`config.mk`:
```
export PLATFORM = sky130hd
export DESIGN_NAME = gpio_sync
export DESIGN_NICKNAME = d
export VERILOG_FILES = /design/src/rtl/gpio_sync.sv
export SDC_FILE = /design/constraint.sdc
export NUM_CORES = 1
export LEC_CHECK = 0
export BUFFER_PORTS_ARGS = -buffer_cell sky130_fd_sc_hd__clkbuf_2
export CAP_MARGIN = 20
export CORE_AREA = 4 4 41 43
export CTS_CLUSTER_SIZE = 25
export DETAILED_ROUTE_END_ITERATION = 8
export DIE_AREA = 0 0 45 47
export GPL_ROUTABILITY_DRIVEN = 1
export SYNTH_ARGS = -nofsm -noshare
export SYNTH_HDL_FRONTEND = slang
export SYNTH_SLANG_ARGS = --single-unit
```
`constraint.sdc`:
```
create_clock -name clk -period 1.7 [get_ports clk]
set_clock_uncertainty 0.1 [all_clocks]
set_input_delay 0.34 -clock clk [delete_from_list [all_inputs] [get_ports clk]]
set_output_delay 0.34 -clock clk [all_outputs]
set_load 0.005 [all_outputs]
```
`src/rtl/gpio_sync.sv`:
```
// Two-flop synchronizer for the observed GPIO bus.
// Latency: 2 cycles from d to q.
// Backpressure: none; samples every cycle.
module gpio_sync #(
    parameter int WIDTH = 5
) (
    input  logic             clk,
    input  logic             reset,
    input  logic [WIDTH-1:0] d,
    output logic [WIDTH-1:0] q
);
    logic [WIDTH-1:0] meta;

    // Two back-to-back flops; reset clears both stages.
    always_ff @(posedge clk) begin
        if (reset) begin
            meta <= '0;
            q    <= '0;
        end else begin
            meta <= d;
            q    <= meta;
        end
    end
endmodule

```
# Yosys cells after proc, flatten, opt, wreduce, memory -nomap -nowiden
# Index checks and enable logic that the tools add are counted.
dict set report totals {
  wordCells 2
  out_inout_bits 5
  register_bits 10
  inputBits 7
}

# Logic depth before layout (Yosys ltp)
# Gate-level depths: netlist of the first run.
dict set report logic_depth {
  depth_word 0
  mapped_depth 1
  mapped_depth_nobuf 1
}

# Least setup slack after synthesis of the first run
# OpenSTA, ideal clock, no wires.
dict set report synth_path {
  path_type {register -> output}
  startpoint {register q[0]}
  endpoint {output q[0]}
  slack_ns 0.962
  arrival_ns 0.298
  required_ns 1.260
  path_stages_with_launch 1
  n_path_buf 0
  path_cell_list {dfxtp_1}
}
# element line_no
set synth_rtl {}
lappend synth_rtl {{start, declared} 10} ;# output logic [WIDTH-1:0] q
lappend synth_rtl {{start signal, assigned} 21} ;# q <= meta;
# No word-level cell between the ends.

# Final worst setup path of the first run
dict set report layout_path {
  startpoint {register q[3]}
  endpoint {output q[3]}
}
# No word-level cell between the ends.

==> flow_summary.yaml, run 1 <==
yosys:
  avgSynthCellArea_um2: 13.1
  ff_latch_count_synth: 10
  yosys_warnings: 0
  synth.largest_area_cell: "dfxtp_1"
  synthArstFlopShare: 0
  syn-cell-area_um2: 263
  synth_flop_cell: "dfxtp_1"
  synth_sequential_area_ratio: 0.762
  synth.distinct_cells: 2
  synth.area.top_cells: "dfxtp_1, nor2b_1"
  synthesis.instances: 20
  synth.top_cell.area_share: 0.762
  synth_fp_nets: 27
  number_of_synthesized_flops_with_an_enable_pin: 0
  synth_top_cells_by_count: "dfxtp_1, nor2b_1"
grt:
  largest_net_degree_at_the_start_of_global_routing: 11
  antenna_found_initial: 0
  global_route_wire_length_before_repair_um: 627
  gr-usage-all-layers: 0.0477
  grt_pass1_vias: 156
  gr-total-overflow: 0
power_and_ir_drop:
  power_w: 0.000419
  internal_power_w: 0.000340
  combPwrFrac: 0.051
  power_switching_share: 0.189
  power.ir.vdd_worst_mv: 0.365
  power_frac_clock: 0.358
  seq_power_share: 0.591
  power_switching_w: 0.0000791
  power.static_leakage_nw: 0.166
  power_density_mw_per_mm2: 1170
routing:
  wire_per_inst_um: 7.90
  drc: 0
  detail-route-antenna-nets: 0
  iteration_0_drc_markers: 0
  firstDrtPassIters: 1
  avgViaCountPerCell: 3.49
  detailroute.via_count: 171
  totalWireLength_um: 387
sta:
  post-route-min-period_ns: 1.10
  worst_pin_slew_ns: 0.169
  maximum_operating_frequency_mhz: 910
  final-max-slew-violation-count: 0
  hold_violations: 0
  totalNegativeSetupSlack_ns: 0
  rsz_0062_raised_after_global_routing: "false"
  min_period_over_period: 0.647
  post_route_hold_slack_ns: 0.193
  timing.max_slew.rel_slack: 0.887
  setup_violations: 0
cts:
  cts_setup_buffers: 0
  cts_buffer_depth: 2
  clk_pin_slew_ns: 0.06
  count_of_h_tree_levels_built_during_cts: 1
  cts_tree: "yes"
  cts_hold_repair.buffers: 0
  cts.root.buffer_cell: "clkbuf_4"
  cts_sinks: 10
  post_cts_resized: 0
  cts_buffers: 3
  insertion_delay_ns: 0.25
place:
  numPortBuffers: 11
  gp_congestion: 0.602
  placed_area_um2: 337
layout:
  layout.core_utilization: 0.276
  num-fill-cells: 151
  post_layout_instance_area_um2: 359
  area.growth.synth_to_final_pct: 36.7
  num_antenna_cells: 0
  final_layout_size_suffix_gt1_frac: 0.412
  count_of_nets_after_finishing: 43
critical_path:
  worst_path_max_delay_cell: "dfxtp_1"
  crit_path_start_kind: "flop"
  timing.setup.critical_path_class: "flop to primary output"
  setup.worst_path.end_class: "primary output"
  worst_r2r_startpoint: "meta[1]$_SDFF_PP0_"
  ff2ff_setup_slack_ns: 1.08
  path_buf_inv: 1
  cp_cell_sequence: "clkbuf_2"
  cpPeakStageDelay_ns: 0.31
  critPathTopFamily: "flip-flops"
  crit_fanout: 1
  timing.critical_path.required_ns: 1.26
  critical_path_arrival_ns: 0.66
  crit_start: "q[3]$_SDFF_PP0_"
floorplanning:
  initial_cell_density_of_the_core: 0.202
  design.portCount: 12
  design.die.area_mm2: 0.00212
  core_mm2: 0.00130
  std_cell_rows: 13
  die_h_um: 47
  width_of_the_die_um: 45
worst_hold_path:
  hold_start: "d[3]"
  holdCritPathClass: "primary input to flop"
status:
  status: "complete, no violations"
job:
  drv_cap: 0
-- power by group through the flow --
stage	Sequential, W	Combinational, W	Clock, W
6_report	0.000247	0.0000213	0.000150
4_1_cts	0.000247	0.0000222	0.000162
3_3_place_gp	0.000253	0.0000217	0
5_1_grt	0.000248	0.0000249	0.000172
3_5_place_dp	0.000253	0.0000222	0
2_1_floorplan	0.000253	0.00000710	0
-- sequential cells by signal (all words and copies together), names as in the netlist --
name	cells
q	5
meta	5
-- logic make-up after synthesis --
logic type | Yosys count | synth area share
flip-flops | 10 | 0.762
AND/OR/NAND/NOR | 10 | 0.238
-- final cells by class --
| type | instances | area [µm²] | share of cell area |
|---|---|---|---|
| clock buffers | 3 | 22.5 | 0.0627 |
| multi-input cells | 10 | 62.6 | 0.174 |
| flip-flops and latches | 10 | 200 | 0.557 |
| well taps | 15 | 18.8 | 0.0523 |
| repair buffers | 11 | 55.1 | 0.153 |
-- cells in the final DEF (no fill, tap or decap), drive strengths merged --
cell type  count
clkbuf        14
dfxtp         10
nor2b         10
-- layer usage --
layer  track usage  up-vias  routed length [µm]
met5             0        -                   0
met4        0.0702        0                   0
met3        0.0230        0                  69
met2        0.0537       12                 151
met1        0.0532       70                 165
li1              -       89                   -
-- path summary, 6_finish.rpt --
kind | to | cells after the start
min reg2reg | q[4]$_SDFF_PP0_ | 1
max reg2reg | q[1]$_SDFF_PP0_ | 1
max | q[3] | 1
min | meta[3]$_SDFF_PP0_ | 2
-- metrics by stage --
stage | std cells | setup WS (ns)
after floorplan | 20 | 0.962
after global placement | 46 | 0.867
after detailed placement | 46 | 0.866
after CTS | 49 | 0.579
after global routing | 49 | 0.548
final | 49 | 0.601
(Power assumes the default switching activity.)
==> run 2: changes to the inputs <==
==> constraint.sdc (replaced) <==
create_clock -name clk -period 0.9 [get_ports clk]
set_clock_uncertainty 0.1 [all_clocks]
set_input_delay 0.18 -clock clk [delete_from_list [all_inputs] [get_ports clk]]
set_output_delay 0.18 -clock clk [all_outputs]
set_load 0.005 [all_outputs]
==> run 2 against run 1 <==
Against the previous run:
- the flow now finishes with violations (negative setup slack)
- worst setup slack lost 0.64 ns
- highest routed layer unchanged
- combinational power up 91%
- core utilization rose by 0.29 points
- critical endpoint unchanged
- total power is 90% higher
==> flow_summary.yaml, run 2 (synthesis results as in run 1) <==
worst_hold_path:
  hold_depth: 2
  holdCritPathClass: "primary input to flop"
  hold_start: "d[3]"
  hold-path-endpoint: "meta[3]$_SDFF_PP0_"
sta:
  rsz_0062_raised_after_global_routing: "true"
  totalNegativeSetupSlack_ns: -0.198
  hold_violations: 0
  setup_violations: 5
  final-max-slew-violation-count: 0
  min_period_over_period: 1.05
  post-route-min-period_ns: 0.943
  maximum_operating_frequency_mhz: 1060
  timing.max_slew.rel_slack: 0.883
  post_route_hold_slack_ns: 0.0333
  worst_pin_slew_ns: 0.175
  post-route-worst-setup-slack_ns: -0.0433
cts:
  cts_buffer_depth: 2
  cts_sinks: 10
  clk_pin_slew_ns: 0.06
  cts.root.buffer_cell: "clkbuf_4"
  cts_setup_buffers: 0
  cts_tree: "yes"
  cts_buffers: 3
  count_of_h_tree_levels_built_during_cts: 1
  insertion_delay_ns: 0.25
critical_path:
  setup.worst_path.end_class: "primary output"
  path_buf_inv: 1
  critical_path_arrival_ns: 0.66
  worst_path_max_delay_cell: "dfxtp_2"
  cpPeakStageDelay_ns: 0.31
  timing.setup.critical_path_class: "flop to primary output"
  cp_cell_sequence: "clkbuf_2"
  worst_r2r_startpoint: "meta[1]$_SDFF_PP0_"
  regToRegEndpoint: "q[1]$_SDFF_PP0_"
  ff2ff_setup_slack_ns: 0.28
  timing.critical_path.required_ns: 0.62
  timing.reg2reg.worst_path_depth: 1
  critPathTopFamily: "flip-flops"
  crit_path_start_kind: "flop"
  crit_fanout: 1
routing:
  firstDrtPassIters: 2
  detail-route-antenna-nets: 0
  wire_per_inst_um: 8.06
  iteration_0_drc_markers: 1
  detailroute.via_count: 174
  totalWireLength_um: 395
  drc: 0
  avgViaCountPerCell: 3.55
status:
  status: "finished, violations left"
  violations: "negative setup slack"
place:
  numPortBuffers: 11
  gp_congestion: 0.602
  placed_area_um2: 337
  place_ws_ns: 0.226
grt:
  grt_pass1_vias: 156
  gr-usage-all-layers: 0.0477
  gr-total-overflow: 0
  largest_net_degree_at_the_start_of_global_routing: 11
  global_route_wire_length_before_repair_um: 627
  antenna_found_initial: 0
power_and_ir_drop:
  power_density_mw_per_mm2: 2190
  power.ir.vdd_worst_mv: 0.692
  power.static_leakage_nw: 0.169
floorplanning:
  width_of_the_die_um: 45
  design.portCount: 12
  std_cell_rows: 13
  die_h_um: 47
  initial_cell_density_of_the_core: 0.202
  design.die.area_mm2: 0.00212
  core_mm2: 0.00130
layout:
  biggestRegsByFlops: "meta: 5 flops, q: 5 flops"
  ff_latch_area_um2: 204
  multiInputGateArea_um2: 62.6
  count_of_nets_after_finishing: 43
  final_common_cell: "nor2b_1"
  final_cell_mix: "nor2b_1, clkbuf_2, dfxtp_1"
  final_layout_size_suffix_gt1_frac: 0.500
  num_antenna_cells: 0
  num-fill-cells: 149
  post_layout_instance_area_um2: 363
  area.growth.synth_to_final_pct: 38.1
job:
  drv_cap: 0
==> run 2: cell types whose count changed in the layout (fill, tap and decap cells not counted) <==
cell	change
dfxtp_1	-3
buf_2	+2
dfxtp_2	+3
clkbuf_2	-2
==> run 2: cell type report <==
type / instances / share of cell area
sequential: 10 / 0.562
multi-input combinational: 10 / 0.172
timing repair buffer: 11 / 0.152
clock buffer: 3 / 0.0621
tap: 15 / 0.0517
==> run 2: timing repair <==
action,CTS,global route
gates resized for setup,0,5
gates cloned,0,0
hold buffers,0,0
endpoints found under the setup margin,5,5
==> run 2: power by group <==
group	switching [W]	total, W	internal (W)
clock network	0.000132	0.000285	0.000153
logic	0.0000156	0.0000406	0.0000250
registers	0.00000383	0.000468	0.000464
total	0.000151	0.000794	0.000643
==> run 2: worst max path at each step <==
stage / cells after the start / end / startpoint
finish: 1 / q[3] / q[3]$_SDFF_PP0_
global route: 1 / q[1] / q[1]$_SDFF_PP0_
CTS: 1 / q[2] / q[2]$_SDFF_PP0_
detailed placement: 1 / q[2] / q[2]$_SDFF_PP0_
global placement: 1 / q[2] / q[2]$_SDFF_PP0_
floorplan: 1 / q[0]$_SDFF_PP0_ / meta[0]$_SDFF_PP0_
==> run 2: through the flow <==
step                      cells   util  total power (W)
after detailed placement     46  0.259         0.000519
after floorplan              20      -         0.000491
after global routing         49  0.279         0.000840
final                        49  0.279         0.000794
after CTS                    49  0.276         0.000815
after global placement       46  0.259         0.000518
==> run 2: layer usage <==
layer  track usage  part of all wire
met5             0                 0
met4        0.0702                 0
met3        0.0230              0.17
met2        0.0537              0.39
met1        0.0532              0.43
